==> config.mk <==
export PLATFORM = sky130hd
export DESIGN_NAME = pipe_stage_reg_flat
export DESIGN_NICKNAME = d
export VERILOG_FILES = /design/src/rtl/pipe_stage_reg_pkg.sv /design/src/rtl/pipe_stage_reg_if.sv /design/src/rtl/pipe_stage_reg_entry.sv /design/src/rtl/pipe_stage_reg.sv /design/src/flat_wrapper.sv
export SDC_FILE = /design/constraint.sdc
export NUM_CORES = 1
export LEC_CHECK = 0
export ABC_AREA = 1
export ABC_CLOCK_PERIOD_IN_PS = 3300
export CORE_MARGIN = 8
export CORE_UTILIZATION = 55
export CTS_BUF_LIST = sky130_fd_sc_hd__clkbuf_16
export CTS_CLUSTER_SIZE = 16
export DETAILED_ROUTE_END_ITERATION = 12
export HOLD_SLACK_MARGIN = 0.03
export PLACE_DENSITY = 0.9
export SKIP_LAST_GASP = 1
export SYNTH_ARGS = -nofsm -noshare
export SYNTH_HDL_FRONTEND = slang
export SYNTH_SLANG_ARGS = --single-unit
==> constraint.sdc <==
create_clock -name clk -period 3.3 [get_ports clk]
set_input_delay 0.66 -clock clk [delete_from_list [all_inputs] [get_ports clk]]
set_output_delay 0.66 -clock clk [all_outputs]
set_load 0.02 [all_outputs]
==> src/rtl/pipe_stage_reg_pkg.sv <==
// ---------------------------------------------------------------------------
// pipe_pkg : shared constants for the pipeline stage registers.
//   - Per-stage control/data bundle widths (IF/ID, ID/EX, EX/MEM, MEM/WB).
//   - Bit offsets of the packed fields inside each bundle.
//   - Reset values of the data bundles.
// No ports (package). Imported with: import pipe_pkg::*;
// ---------------------------------------------------------------------------
package pipe_pkg;

  // Generic defaults, sized for the EX/MEM data bundle.
  localparam int DEFAULT_CTRL_W = 8;
  localparam int DEFAULT_DATA_W = 101;

  // IF/ID: ctrl = {pred_taken}; data = {pc[31:0], instr[31:0]}
  localparam int IF_ID_CTRL_W     = 1;
  localparam int IF_ID_DATA_W     = 64;
  localparam int IFD_PRED_TAKEN   = 0;
  localparam int IFD_INSTR_LSB    = 0;
  localparam int IFD_PC_LSB       = 32;

  // ID/EX: ctrl = {alu_op[1:0], alu_src, mem_to_reg[1:0], mem_write, reg_write, mem_read}
  //        data = {pc, rs1_val, rs2_val, imm, rd[4:0]}
  localparam int ID_EX_CTRL_W     = 8;
  localparam int ID_EX_DATA_W     = 133;
  localparam int IDE_MEMREAD      = 0;
  localparam int IDE_REGWRITE     = 1;
  localparam int IDE_MEMWRITE     = 2;
  localparam int IDE_MEMTOREG_LSB = 3;
  localparam int IDE_ALUSRC       = 5;
  localparam int IDE_ALUOP_LSB    = 6;
  localparam int IDE_RD_LSB       = 0;
  localparam int IDE_IMM_LSB      = 5;
  localparam int IDE_RS2_LSB      = 37;
  localparam int IDE_RS1_LSB      = 69;
  localparam int IDE_PC_LSB       = 101;

  // EX/MEM: ctrl = {mem_to_reg[1:0], mem_write, reg_write, mem_read}
  //         data = {pc, alu_result, mem_wdata, rd[4:0]}
  localparam int EX_MEM_CTRL_W    = 5;
  localparam int EX_MEM_DATA_W    = 101;
  localparam int EXM_MEMREAD      = 0;
  localparam int EXM_REGWRITE     = 1;
  localparam int EXM_MEMWRITE     = 2;
  localparam int EXM_MEMTOREG_LSB = 3;
  localparam int EXM_RD_LSB       = 0;
  localparam int EXM_WDATA_LSB    = 5;
  localparam int EXM_ALU_LSB      = 37;
  localparam int EXM_PC_LSB       = 69;

  // MEM/WB: ctrl = {mem_to_reg[1:0], reg_write}
  //         data = {pc, alu_result, mem_rdata, rd[4:0]}
  localparam int MEM_WB_CTRL_W    = 3;
  localparam int MEM_WB_DATA_W    = 101;
  localparam int MWB_REGWRITE     = 0;
  localparam int MWB_MEMTOREG_LSB = 1;
  localparam int MWB_RD_LSB       = 0;
  localparam int MWB_RDATA_LSB    = 5;
  localparam int MWB_ALU_LSB      = 37;
  localparam int MWB_PC_LSB       = 69;

  // Data-bundle reset values.
  localparam logic [IF_ID_DATA_W-1:0]  IF_ID_RST_DATA  = '0;
  localparam logic [ID_EX_DATA_W-1:0]  ID_EX_RST_DATA  = '0;
  localparam logic [EX_MEM_DATA_W-1:0] EX_MEM_RST_DATA = '0;
  localparam logic [MEM_WB_DATA_W-1:0] MEM_WB_RST_DATA = '0;

endpackage

==> src/rtl/pipe_stage_reg_if.sv <==
// ---------------------------------------------------------------------------
// pipe_stage_reg_if : upstream + downstream handshake of one pipeline stage.
//   in_valid/in_ready/in_ctrl/in_data     : upstream side
//   out_valid/out_ready/out_ctrl/out_data : downstream side
// Modports:
//   slave  : the stage register itself
//   master : the surrounding pipeline (or a testbench)
//
// Handshake: a side transfers an entry on a rising clk edge where both
// valid and ready are high; valid must not depend on ready, and ready
// (in_ready) is driven straight from a register.
// ---------------------------------------------------------------------------
interface pipe_stage_reg_if #(
  parameter int CTRL_W = 8,
  parameter int DATA_W = 101
);
  logic              in_valid;
  logic              in_ready;
  logic [CTRL_W-1:0] in_ctrl;
  logic [DATA_W-1:0] in_data;
  logic              out_valid;
  logic              out_ready;
  logic [CTRL_W-1:0] out_ctrl;
  logic [DATA_W-1:0] out_data;

  modport slave (
    input  in_valid, in_ctrl, in_data, out_ready,
    output in_ready, out_valid, out_ctrl, out_data
  );

  modport master (
    output in_valid, in_ctrl, in_data, out_ready,
    input  in_ready, out_valid, out_ctrl, out_data
  );
endinterface

==> src/rtl/pipe_stage_reg_entry.sv <==
// ---------------------------------------------------------------------------
// pipe_entry_reg : one valid + ctrl + data register slot.
// Ports:
//   clk, rst_n         clock, asynchronous active-low reset
//   kill               clear valid and ctrl, hold data (highest priority)
//   load               capture d_ctrl/d_data and set valid
//   drop               clear valid only (ctrl and data held)
//   d_ctrl, d_data     load values
//   valid, ctrl, data  slot contents
// ---------------------------------------------------------------------------
module pipe_entry_reg #(
  parameter int                CTRL_W   = 8,
  parameter int                DATA_W   = 101,
  parameter logic [DATA_W-1:0] RST_DATA = '0
) (
  input  logic              clk,
  input  logic              rst_n,
  input  logic              kill,
  input  logic              load,
  input  logic              drop,
  input  logic [CTRL_W-1:0] d_ctrl,
  input  logic [DATA_W-1:0] d_data,
  output logic              valid,
  output logic [CTRL_W-1:0] ctrl,
  output logic [DATA_W-1:0] data
);

  always_ff @(posedge clk or negedge rst_n) begin
    if (!rst_n) begin
      valid <= 1'b0;
      ctrl  <= '0;
    end else if (kill) begin
      valid <= 1'b0;
      ctrl  <= '0;
    end else if (load) begin
      valid <= 1'b1;
      ctrl  <= d_ctrl;
    end else if (drop) begin
      valid <= 1'b0;
    end
  end

  // Data is only written on a real load, so it is never disturbed by kills.
  always_ff @(posedge clk or negedge rst_n) begin
    if (!rst_n) begin
      data <= RST_DATA;
    end else if (load && !kill) begin
      data <= d_data;
    end
  end

endmodule

==> src/rtl/pipe_stage_reg.sv <==
// ---------------------------------------------------------------------------
// pipe_stage_reg : parametrised inter-stage pipeline register with a
// valid/ready handshake, 2-entry skid buffer and synchronous flush.
// Ports:
//   clk, rst_n   pipeline clock (rising edge), asynchronous active-low reset
//   flush        synchronous kill of every held entry (priority over all)
//   bus          pipe_stage_reg_if.slave: in_* upstream, out_* downstream
//   stall_cnt    [31:0] cycles with out_valid & !out_ready  (PIPE_STAGE_PERF_EN)
//   bubble_cnt   [31:0] flushes that killed a valid entry   (PIPE_STAGE_PERF_EN)
// Optional feature: define PIPE_STAGE_PERF_EN to add the two counters.
// The main slot drives the outputs; the skid slot catches the single entry
// that can arrive while the main slot is full and stalled.
// ---------------------------------------------------------------------------
module pipe_stage_reg
  import pipe_pkg::*;
#(
  parameter int                CTRL_W   = DEFAULT_CTRL_W,
  parameter int                DATA_W   = DEFAULT_DATA_W,
  parameter logic [DATA_W-1:0] RST_DATA = '0
) (
  input  logic                   clk,
  input  logic                   rst_n,
  input  logic                   flush,
  pipe_stage_reg_if.slave        bus
`ifdef PIPE_STAGE_PERF_EN
  ,
  output logic [31:0]            stall_cnt,
  output logic [31:0]            bubble_cnt
`endif
);

  logic              m_valid, s_valid;
  logic [CTRL_W-1:0] m_ctrl, s_ctrl;
  logic [DATA_W-1:0] m_data, s_data;

  logic              in_fire;
  logic              m_free;
  logic              m_load, m_drop, s_load, s_drop;
  logic [CTRL_W-1:0] m_d_ctrl;
  logic [DATA_W-1:0] m_d_data;

  // in_ready comes straight from the skid valid flop, so it never depends
  // combinationally on out_ready.
  assign in_fire = bus.in_valid & ~s_valid;
  assign m_free  = ~m_valid | bus.out_ready;

  // Main slot refills from the skid first to keep FIFO order.
  assign m_load   = m_free & (s_valid | in_fire);
  assign m_drop   = m_free & ~s_valid & ~in_fire;
  assign m_d_ctrl = s_valid ? s_ctrl : bus.in_ctrl;
  assign m_d_data = s_valid ? s_data : bus.in_data;

  // Skid only catches while main is full and stalled; it empties whenever
  // main can take its entry.
  assign s_load = ~m_free & in_fire;
  assign s_drop = m_free & s_valid;

  pipe_entry_reg #(.CTRL_W(CTRL_W), .DATA_W(DATA_W), .RST_DATA(RST_DATA)) u_main (
    .clk    (clk),
    .rst_n  (rst_n),
    .kill   (flush),
    .load   (m_load),
    .drop   (m_drop),
    .d_ctrl (m_d_ctrl),
    .d_data (m_d_data),
    .valid  (m_valid),
    .ctrl   (m_ctrl),
    .data   (m_data)
  );

  pipe_entry_reg #(.CTRL_W(CTRL_W), .DATA_W(DATA_W), .RST_DATA(RST_DATA)) u_skid (
    .clk    (clk),
    .rst_n  (rst_n),
    .kill   (flush),
    .load   (s_load),
    .drop   (s_drop),
    .d_ctrl (bus.in_ctrl),
    .d_data (bus.in_data),
    .valid  (s_valid),
    .ctrl   (s_ctrl),
    .data   (s_data)
  );

  assign bus.in_ready  = ~s_valid;
  assign bus.out_valid = m_valid;
  // Bubbles never present side-effecting control bits downstream.
  assign bus.out_ctrl  = m_valid ? m_ctrl : '0;
  assign bus.out_data  = m_data;

`ifdef PIPE_STAGE_PERF_EN
  logic [31:0] stall_cnt_q, bubble_cnt_q;

  // Both counters wrap naturally at 2^32.
  always_ff @(posedge clk or negedge rst_n) begin
    if (!rst_n) begin
      stall_cnt_q  <= '0;
      bubble_cnt_q <= '0;
    end else begin
      if (m_valid && !bus.out_ready) stall_cnt_q <= stall_cnt_q + 32'd1;
      if (flush && (m_valid || s_valid)) bubble_cnt_q <= bubble_cnt_q + 32'd1;
    end
  end

  assign stall_cnt  = stall_cnt_q;
  assign bubble_cnt = bubble_cnt_q;
`endif

endmodule
==> src/flat_wrapper.sv <==
// flat-port wrapper written by rule: the top's interface ports become plain ports
module pipe_stage_reg_flat import pipe_pkg::*;
#(
  parameter int                CTRL_W   = DEFAULT_CTRL_W,
  parameter int                DATA_W   = DEFAULT_DATA_W,
  parameter logic [DATA_W-1:0] RST_DATA = '0
)
  (clk, rst_n, flush, bus_in_valid, bus_in_ctrl, bus_in_data, bus_out_ready, bus_in_ready, bus_out_valid, bus_out_ctrl, bus_out_data);
  pipe_stage_reg_if #(.CTRL_W(CTRL_W), .DATA_W(DATA_W)) bus_i ();
  input  logic clk;
  input  logic rst_n;
  input  logic flush;
  input wire logic [$bits(bus_i.in_valid)-1:0] bus_in_valid;
  input wire logic [$bits(bus_i.in_ctrl)-1:0] bus_in_ctrl;
  input wire logic [$bits(bus_i.in_data)-1:0] bus_in_data;
  input wire logic [$bits(bus_i.out_ready)-1:0] bus_out_ready;
  output wire logic [$bits(bus_i.in_ready)-1:0] bus_in_ready;
  output wire logic [$bits(bus_i.out_valid)-1:0] bus_out_valid;
  output wire logic [$bits(bus_i.out_ctrl)-1:0] bus_out_ctrl;
  output wire logic [$bits(bus_i.out_data)-1:0] bus_out_data;
  assign bus_i.in_valid = bus_in_valid;
  assign bus_i.in_ctrl = bus_in_ctrl;
  assign bus_i.in_data = bus_in_data;
  assign bus_i.out_ready = bus_out_ready;
  assign bus_in_ready = bus_i.in_ready;
  assign bus_out_valid = bus_i.out_valid;
  assign bus_out_ctrl = bus_i.out_ctrl;
  assign bus_out_data = bus_i.out_data;
  pipe_stage_reg #(.CTRL_W(CTRL_W), .DATA_W(DATA_W), .RST_DATA(RST_DATA)) u_core (.clk(clk), .rst_n(rst_n), .flush(flush), .bus(bus_i));
endmodule
==> flow_metrics.env, run 1 <==
export IMPL_synth_distinct_cells=12
export IMPL_clk_insertion_delay_late_ps=490
export IMPL_firstDrtPassIters=6
export IMPL_number_of_standard_cells_after_synthesis=1331
export IMPL_critical_path_reg2reg_endpoint="u_core.u_main.data[33]"
export IMPL_overflow=0
export IMPL_busiest_layer="met2"
export IMPL_timing_final_setup_violations=0
export IMPL_final_max_slew_violation_count=0
export IMPL_std_cell_rows=49
export IMPL_fraction_of_layout_instances_using_a_drive_strength_above_1_pct=3.64
export IMPL_finalCritPeriodShare_pct=80.9
export IMPL_ios=225
export IMPL_cell_pwr_density_nw_per_um2=576
export IMPL_power_combinational_fraction_pct=22.5
export IMPL_share_of_the_synthesized_area_in_the_top_cell_type_pct=54.1
export IMPL_internal_mw=5.21
export IMPL_final_cell_area_sq_um=13000
export IMPL_skew_ps=6.10
export IMPL_finalCoreUtilization_pct=72.0
export IMPL_critical_path_max_fanout=36
export IMPL_die_height_um=152
export IMPL_gate_family_responsible_for_the_most_delay_along_the_worst_path="buffers and inverters"
export IMPL_wire_length_of_the_first_global_routing_pass_um=48400
export IMPL_setup_worst_path_start_class="flip-flop"
export IMPL_fill_cells=1351
export IMPL_synth_area_sq_um=10200
export IMPL_worstSetupEndpointType="output port"
export IMPL_timing_rr_start="u_core.u_skid.valid"
export IMPL_worst_pin_slew_ps=866
export IMPL_syn_avg_cell_area_sq_um=7.65
export IMPL_cts_root_buffer="sky130_fd_sc_hd__clkbuf_16"
export IMPL_number_of_buffers_inserted_during_clock_tree_synthesis=23
export IMPL_fin_setup_tns_ps=0
export IMPL_drc_errors=0
export IMPL_crit_arrival_ps=2010
export IMPL_wirelength_um=29100
export IMPL_via_count_of_the_first_global_routing_pass=9565
export IMPL_post_route_min_period_ps=2670
export IMPL_cts_htree_levels=1
export IMPL_die_width_um=152
export IMPL_portBuffers=224
export IMPL_cts_root_to_sink_buffers=3
export IMPL_ys_warnings_count=0
export IMPL_die_area_sq_um=23100
export IMPL_place_ws_ps=726
export IMPL_power_share_switching_pct=30.6
export IMPL_synth_yosys_seq_area_share_pct=54.1
export IMPL_cts_hold_fix_buffers=0
export IMPL_post_dp_hpwl_um=18500
export IMPL_worst_path_stages=2
export IMPL_synth_fp_nets=1445
export IMPL_fmax_ghz=0.375
export IMPL_clock_sink_count=220
export IMPL_global_route_usage_met2_pct=41.6
export IMPL_critical_path_n_buffers_inverters=2
export IMPL_wire_per_inst_um=16.7
export IMPL_clk_pin_slew_ps=60
export IMPL_tritoncts="built"
export IMPL_count_of_routing_violations_after_the_opening_detailed_route_iteration=963
export IMPL_worst_voltage_drop_across_the_vdd_grid_mv=0.413
export IMPL_timing_critical_path_cells="inv_4 -> clkdlybuf4s50_1"
export IMPL_worst_setup_path_endpoint="bus_in_ready"
export IMPL_switching_power_mw=2.29
export IMPL_hold_viol_final=0
export IMPL_power_total_mw=7.50
export IMPL_slowest_stage="sky130_fd_sc_hd__clkdlybuf4s50_1"
export IMPL_grt_max_degree=111
export IMPL_globalRouteMet3Util_pct=5.67
export IMPL_place_congestion=0.822
export IMPL_timing_reg2reg_setup_slack_ps=940
export IMPL_cap_violations=0
export IMPL_cts_setup_buffers=0
export IMPL_post_cts_resize_count=0
export IMPL_synth_ff_latch_count=220
export IMPL_timing_critical_path_from="u_core.u_skid.valid"
export IMPL_power_leakage_nw=6.93
export IMPL_worst_min_delay_path_class="primary input to async pin"
export IMPL_starting_density_of_the_core_pct=56.3
export IMPL_crit_path_max_incr_delay_ps=680
export IMPL_vias=9610
export IMPL_floorplan_core_area_sq_um=18100
export IMPL_path_class="flip-flop to output port"
export IMPL_worstRegToRegCells=6
export IMPL_ant_nets=0
export IMPL_worst_slack_ps=631
export IMPL_grt_usage_pct=24.8
export IMPL_slew_limit_headroom_pct=42.3
export IMPL_synth_top_cells_by_area="sky130_fd_sc_hd__dfrtp_1, sky130_fd_sc_hd__nand2_1, sky130_fd_sc_hd__nand3_1"
export IMPL_seq_power_share_pct=47.0
export IMPL_nets=1615
export IMPL_rsz0062_at_grt="false"
export IMPL_req_time_crit_path_ps=2640
export IMPL_post_drt_via_cell_ratio=5.50
export IMPL_syn_to_final_growth_pct=28.0
export IMPL_run_status="finished clean"
export IMPL_placement_cell_area_sq_um=12400
export IMPL_synth_area_leader_cell="sky130_fd_sc_hd__dfrtp_1"
export IMPL_antenna_found_initial=5
export IMPL_grt_use_met1_pct=29.4
export IMPL_clock_power_share_pct=30.4
-- worst register-to-register path: cells and delay by family (launching register included) --
| kind | cells | cell delay [ps] |
|---|---|---|
| buffers and inverters | 2 | 1100 |
| AND/OR/NAND/NOR | 4 | 720 |
| flip-flops | 1 | 460 |
-- kinds of logic after synthesis --
kind of cell / synth area share, %
and+or+nand+nor: 40.0
buffers and inverters: 5.91
DFF: 54.1
-- cells in the final DEF, fill, tap and decap left out --
cell	synthesis	layout
sky130_fd_sc_hd__buf_4	13	12
sky130_fd_sc_hd__buf_8	0	1
sky130_fd_sc_hd__nand2_1	760	760
sky130_fd_sc_hd__dfrtp_4	0	1
sky130_fd_sc_hd__inv_2	2	1
sky130_fd_sc_hd__clkdlybuf4s50_1	0	223
sky130_fd_sc_hd__clkbuf_16	0	23
sky130_fd_sc_hd__clkinv_2	0	5
sky130_fd_sc_hd__nor2_4	2	4
sky130_fd_sc_hd__dfrtp_1	220	219
sky130_fd_sc_hd__clkinv_1	0	6
sky130_fd_sc_hd__diode_2	0	5
sky130_fd_sc_hd__inv_4	0	2
sky130_fd_sc_hd__buf_12	0	4
sky130_fd_sc_hd__nand3_4	0	2
sky130_fd_sc_hd__nor2_1	4	2
sky130_fd_sc_hd__nand3_1	236	234
sky130_fd_sc_hd__inv_1	12	14
-- state kept, by name, indices dropped and copies added (netlist names) --
signal and cells:
u_core.u_main.ctrl 8, u_core.u_main.data 101, u_core.u_main.valid 1, u_core.u_skid.ctrl 8
u_core.u_skid.data 101, u_core.u_skid.valid 1
-- Yosys cell counts (all sizes together) --
master / instances
nand3: 236
nor2: 6
clkbuf: 14
buf: 81
inv: 14
nand2: 760
dfrtp: 220
-- metal layers --
| metal | routed length (um) | share of wire [%] |
|---|---|---|
| met2 | 14300 | 49 |
| met4 | 1330 | 4.6 |
| met1 | 11200 | 39 |
| met5 | 0 | 0 |
| met3 | 2190 | 7.5 |
-- metrics by stage --
step | hold WS, ps | instances
after floorplan | 364 | 1331
after global placement | 454 | 1705
after detailed placement | 458 | 1705
after CTS | 146 | 1742
after global routing | 160 | 1747
final | 126 | 1747
-- worst min-delay path by stage --
| stage | end | from |
|---|---|---|
| detailed placement | u_core.u_skid.data[81] | u_core.u_skid.data[81] |
| global route | u_core.u_skid.data[8] | rst_n |
| global placement | u_core.u_skid.data[17] | u_core.u_skid.data[17] |
| finish | u_core.u_skid.data[8] | rst_n |
| floorplan | u_core.u_main.ctrl[0] | rst_n |
| CTS | u_core.u_skid.data[8] | rst_n |
-- area by class of cell --
type	count	area [sq um]	share of cell area, %
tap	229	287	2.20
clock buffer	23	576	4.42
inverter	14	57.6	0.442
sequential	220	5510	42.3
clock inverter	14	58.8	0.451
multi-input combinational	1002	4110	31.6
timing repair buffer	240	2420	18.6
antenna	5	12.5	0.0960
-- power by group through the flow --
stage	clock network [mW]	logic, mW	registers (mW)
2_1_floorplan	0	0.644	3.75
5_1_grt	2.42	1.87	3.59
6_report	2.28	1.69	3.53
4_1_cts	2.31	1.71	3.52
3_3_place_gp	0	1.63	3.53
3_5_place_dp	0	1.70	3.55
(Power assumes the default switching activity.)
==> run 2, diff against run 1 <==
- ABC_CLOCK_PERIOD_IN_PS: 3300 -> 2400
- CORE_UTILIZATION: 55 -> 46
- PLACE_DENSITY: 0.9 -> 0.81
- clock period: 3.3 -> 2.4 ns (I/O delays scaled with it)
==> flow_metrics.env, run 2 (synthesized netlist as in run 1, its figures left out) <==
export IMPL_run_status="finished clean"
export IMPL_clk_pin_slew_ps=60
export IMPL_cts_hold_fix_buffers=1
export IMPL_hold_viol_final=0
export IMPL_grt_usage_pct=21.2
export IMPL_timing_critical_path_from="u_core.u_main.valid"
export IMPL_final_cell_mix="sky130_fd_sc_hd__nand2_1, sky130_fd_sc_hd__nand3_1, sky130_fd_sc_hd__clkdlybuf4s50_1, sky130_fd_sc_hd__dfrtp_1, sky130_fd_sc_hd__clkbuf_16"
export IMPL_finalCritPeriodShare_pct=95.4
export IMPL_worst_min_delay_path_class="primary input to async pin"
export IMPL_post_dp_hpwl_um=18100
export IMPL_met2RoutedLength_um=14500
export IMPL_std_cell_rows=54
export IMPL_rsz0062_at_grt="false"
export IMPL_firstDrtPassIters=5
export IMPL_worstSetupEndpointType="output port"
export IMPL_setup_worst_path_start_class="flip-flop"
export IMPL_ant_nets=0
export IMPL_layout_cells_non_filler=1805
export IMPL_drc_errors=0
export IMPL_path_class="flip-flop to output port"
export IMPL_timing_rr_start="u_core.u_skid.valid"
export IMPL_wire_per_inst_um=16.1
export IMPL_timing_final_setup_violations=0
export IMPL_req_time_crit_path_ps=1920
export IMPL_number_of_buffers_inserted_during_clock_tree_synthesis=25
export IMPL_via_count_of_the_first_global_routing_pass=9140
export IMPL_slew_limit_headroom_pct=18.8
export IMPL_cts_root_to_sink_buffers=3
export IMPL_antenna_found_initial=3
export IMPL_final_max_slew_violation_count=0
export IMPL_crit_arrival_ps=1810
export IMPL_critical_path_max_fanout=11
export IMPL_count_of_routing_violations_after_the_opening_detailed_route_iteration=772
export IMPL_whs_ps=460
export IMPL_ios=225
export IMPL_starting_density_of_the_core_pct=46.8
export IMPL_cell_pwr_density_nw_per_um2=804
export IMPL_wire_length_of_the_first_global_routing_pass_um=47200
export IMPL_worstRegToRegCells=5
export IMPL_tritoncts="built"
export IMPL_vias=9344
export IMPL_power_leakage_nw=7.03
export IMPL_floorplan_core_area_sq_um=21800
export IMPL_wirelength_um=29100
export IMPL_nets=1621
export IMPL_cts_root_buffer="sky130_fd_sc_hd__clkbuf_16"
export IMPL_worst_pin_slew_ps=1220
export IMPL_overflow=0
export IMPL_met3WireLength_um=2020
export IMPL_grt_max_degree=111
export IMPL_met1Wirelength_um=11600
export IMPL_layout_cells_most_common="sky130_fd_sc_hd__nand2_1"
export IMPL_fin_setup_tns_ps=0
export IMPL_post_drt_via_cell_ratio=5.18
export IMPL_syn_to_final_growth_pct=30.5
export IMPL_clk_insertion_delay_late_ps=500
export IMPL_die_area_sq_um=27100
export IMPL_cts_setup_buffers=0
export IMPL_largestRegisters="u_core.u_main.data x101, u_core.u_skid.data x101"
export IMPL_clock_sink_count=220
export IMPL_die_width_um=165
export IMPL_cts_htree_levels=1
export IMPL_skew_ps=8.11
export IMPL_worst_voltage_drop_across_the_vdd_grid_mv=0.472
export IMPL_fraction_of_layout_instances_using_a_drive_strength_above_1_pct=3.88
export IMPL_highest_signal_layer="met4"
export IMPL_fmax_ghz=0.437
export IMPL_die_height_um=165
export IMPL_place_congestion=0.788
export IMPL_post_cts_resize_count=0
export IMPL_cap_violations=0
export IMPL_portBuffers=224
export IMPL_place_inst=1759
export IMPL_post_route_min_period_ps=2290
[run 2: changes by cell type in the layout (fill, tap and decap cells not counted)]
cell	change
sky130_fd_sc_hd__buf_12	+4
sky130_fd_sc_hd__buf_4	-1
sky130_fd_sc_hd__bufinv_16	+2
sky130_fd_sc_hd__clkbuf_16	+2
sky130_fd_sc_hd__clkinv_2	-2
sky130_fd_sc_hd__diode_2	-2
sky130_fd_sc_hd__dlygate4sd3_1	+1
sky130_fd_sc_hd__inv_1	+4
sky130_fd_sc_hd__inv_4	-1
[run 2: cell type report]
type / instances / area [sq um]
fill: 1880 / 8480
sequential: 220 / 5510
multi-input combinational: 1002 / 4110
timing repair buffer: 244 / 2500
clock buffer: 25 / 626
tap: 280 / 350
clock inverter: 17 / 119
inverter: 14 / 56.3
antenna: 3 / 7.51
[run 2: power by group]
group	switching (mW)	internal (mW)	total (mW)
clock network	1.46	2.08	3.53
registers	0.398	4.43	4.83
logic	1.29	1.03	2.32
total	3.15	7.53	10.7
[run 2: path summary, 6_finish.rpt]
kind / slack, ps / end
worst max-delay path: 110 / bus_out_ctrl[4]
worst min-delay path: 460 / u_core.u_skid.data[8]
worst max register to register: 390 / u_core.u_main.data[54]
worst min register to register: 470 / u_core.u_skid.data[86]
max in group asynchronous: 1270 / u_core.u_skid.valid
min in group clk: 470 / u_core.u_skid.data[86]
[run 2: routing by layer]
metal | GRT usage, % | up-vias
li1 | - | 4526
met1 | 26.5 | 4410
met2 | 35.9 | 346
met3 | 3.56 | 62
met4 | 8.56 | 0
met5 | 0 | -
[run 2: metrics by stage]
stage	power, mW	setup WS [ps]	utilization [%]	instance area, sq um
after floorplan	6.04	1000	-	10200
after global placement	7.14	367	57.5	12500
after detailed placement	7.22	314	57.5	12500
after CTS	10.8	79.2	61.0	13300
after global routing	11.2	8.82	61.0	13300
final	10.7	111	61.0	13300
[run 2: critical path: stages, from the launching register on]
cell,delay (ps)
sky130_fd_sc_hd__dfrtp_1,540
sky130_fd_sc_hd__nand2_1,100
sky130_fd_sc_hd__inv_1,70
sky130_fd_sc_hd__clkdlybuf4s50_1,610
==> run 3, diff against run 2 <==
- CELL_PAD_IN_SITES_DETAIL_PLACEMENT: unset -> 0
- CELL_PAD_IN_SITES_GLOBAL_PLACEMENT: unset -> 1
- CORE_UTILIZATION: 46 -> 33
- PLACE_DENSITY: 0.81 -> 0.8
- SLEW_MARGIN: unset -> 15
==> flow_metrics.env, run 3 (synthesized netlist as in run 1, its figures left out) <==
export IMPL_run_status="finished clean"
export IMPL_fmax_ghz=0.447
export IMPL_std_cell_rows=64
export IMPL_power_total_mw=10.8
export IMPL_grt_max_degree=77
export IMPL_cts_setup_buffers=0
export IMPL_layout_cells_non_filler=1929
export IMPL_skew_ps=8.72
export IMPL_worstSetupEndpointType="output port"
export IMPL_drc_errors=0
export IMPL_ios=225
export IMPL_slew_limit_headroom_pct=37.1
export IMPL_overflow=0
export IMPL_syn_to_final_growth_pct=32.6
export IMPL_antenna_found_initial=2
export IMPL_cts_root_buffer="sky130_fd_sc_hd__clkbuf_16"
export IMPL_final_max_slew_violation_count=0
export IMPL_place_inst=1879
export IMPL_timing_critical_path_cells="inv_4 -> clkdlybuf4s50_1"
export IMPL_clk_pin_slew_ps=60
export IMPL_die_width_um=192
export IMPL_vias=9173
export IMPL_hold_viol_final=0
export IMPL_critical_path_max_fanout=5
export IMPL_clk_insertion_delay_late_ps=520
export IMPL_crit_arrival_ps=1760
export IMPL_path_class="flip-flop to output port"
export IMPL_fin_setup_tns_ps=0
export IMPL_final_cell_area_sq_um=13500
export IMPL_post_route_min_period_ps=2240
export IMPL_via_count_of_the_first_global_routing_pass=9223
export IMPL_timing_final_setup_violations=0
export IMPL_setup_worst_path_start_class="flip-flop"
export IMPL_rsz0062_at_grt="false"
export IMPL_fill_cells=3062
export IMPL_cell_pwr_density_nw_per_um2=797
export IMPL_worst_min_delay_path_class="primary input to async pin"
export IMPL_firstDrtPassIters=5
export IMPL_count_of_routing_violations_after_the_opening_detailed_route_iteration=654
export IMPL_wire_length_of_the_first_global_routing_pass_um=50200
export IMPL_power_leakage_nw=7.07
export IMPL_critical_path_n_buffers_inverters=2
export IMPL_wirelength_um=30700
export IMPL_number_of_buffers_inserted_during_clock_tree_synthesis=26
export IMPL_layout_cells_most_common="sky130_fd_sc_hd__nand2_1"
export IMPL_gate_family_responsible_for_the_most_delay_along_the_worst_path="buffers and inverters"
export IMPL_die_height_um=192
export IMPL_placement_cell_area_sq_um=12700
export IMPL_wire_per_inst_um=15.9
export IMPL_grt_usage_pct=16.6
export IMPL_nets=1626
export IMPL_clock_sink_count=220
export IMPL_floorplan_core_area_sq_um=30500
export IMPL_worst_pin_slew_ps=943
export IMPL_fraction_of_layout_instances_using_a_drive_strength_above_1_pct=4.32
export IMPL_tritoncts="built"
export IMPL_cts_root_to_sink_buffers=3
export IMPL_starting_density_of_the_core_pct=33.4
export IMPL_finalCritPeriodShare_pct=93.2
export IMPL_worst_slack_ps=162
export IMPL_cts_htree_levels=1
export IMPL_largestRegisters="u_core.u_main.data x101, u_core.u_skid.data x101"
export IMPL_req_time_crit_path_ps=1920
export IMPL_slowest_stage="sky130_fd_sc_hd__clkdlybuf4s50_1"
export IMPL_die_area_sq_um=36700
export IMPL_worst_voltage_drop_across_the_vdd_grid_mv=0.405
export IMPL_post_drt_via_cell_ratio=4.76
export IMPL_final_cell_mix="sky130_fd_sc_hd__nand2_1, sky130_fd_sc_hd__nand3_1, sky130_fd_sc_hd__clkdlybuf4s50_1, sky130_fd_sc_hd__dfrtp_1, sky130_fd_sc_hd__clkbuf_16"
export IMPL_post_dp_hpwl_um=19000
export IMPL_place_ws_ps=349
export IMPL_crit_path_max_incr_delay_ps=640
export IMPL_cap_violations=0
export IMPL_portBuffers=224
export IMPL_ant_nets=0
export IMPL_place_congestion=0.756
[run 3: cell count changes in the layout (fill, tap and decap cells not counted), sizes merged]
| cell | before | now |
|---|---|---|
| buf | 20 | 24 |
| bufinv | 2 | 1 |
| clkbuf | 25 | 27 |
| clkinv | 9 | 10 |
| diode | 3 | 4 |
| inv | 20 | 21 |
[run 3: repair_timing]
item	CTS	global route
resized for setup	0	1
hold buffers	1	0
hold endpoints to repair	37	0
setup endpoints to repair	0	4
[run 3: per-stage QoR]
stage	hold WS [ps]	util (%)
finish	442	44.3
global route	445	44.2
CTS	431	44.2
detailed placement	401	41.6
global placement	403	41.6
floorplan	184	-
[run 3: where the power goes]
part	internal, mW	switching, mW	leakage (nW)
clock	2.11	1.51	0.407
sequential	4.43	0.387	2.78
combinational	1.03	1.29	3.88
total	7.57	3.19	7.07
[run 3: metal layers]
layer | vias up | share of wire [%] | track usage (%)
li1 | 4525 | - | -
met1 | 4368 | 44 | 21.4
met2 | 239 | 48 | 28.3
met3 | 41 | 6.3 | 2.94
met4 | 0 | 1.8 | 4.47
met5 | - | 0 | 0
[run 3: final timing paths]
kind                                        start                     end  slack [ps]  cells after the start
hold / removal                              rst_n  u_core.u_main.data[10]         440                      2
min in group clk           u_core.u_skid.data[72]  u_core.u_skid.data[72]         470                      2
setup / recovery              u_core.u_skid.valid            bus_in_ready         160                      2
setup reg to reg              u_core.u_skid.valid  u_core.u_main.data[82]         590                      6
max in group asynchronous                   rst_n     u_core.u_skid.valid        1250                      3
hold reg to reg            u_core.u_skid.data[72]  u_core.u_skid.data[72]         470                      2
[run 3: cell type report]
type	instances	area, sq um	share of cell area (%)
Sequential cell	220	5510	40.8
Multi-Input combinational cell	1002	4110	30.5
Timing Repair Buffer	248	2540	18.8
Clock buffer	27	676	5.00
Tap cell	396	495	3.67
Clock inverter	18	97.6	0.723
Inverter	14	57.6	0.426
Antenna cell	4	10.0	0.0741
[run 3: worst register-to-register path: stages, from the launching register on]
cell and delay (ps):
sky130_fd_sc_hd__dfrtp_4 510, sky130_fd_sc_hd__inv_4 80, sky130_fd_sc_hd__buf_4 690, sky130_fd_sc_hd__nand2_1 180, sky130_fd_sc_hd__nand2_1 110, sky130_fd_sc_hd__nand3_1 90, sky130_fd_sc_hd__nand2_1 80
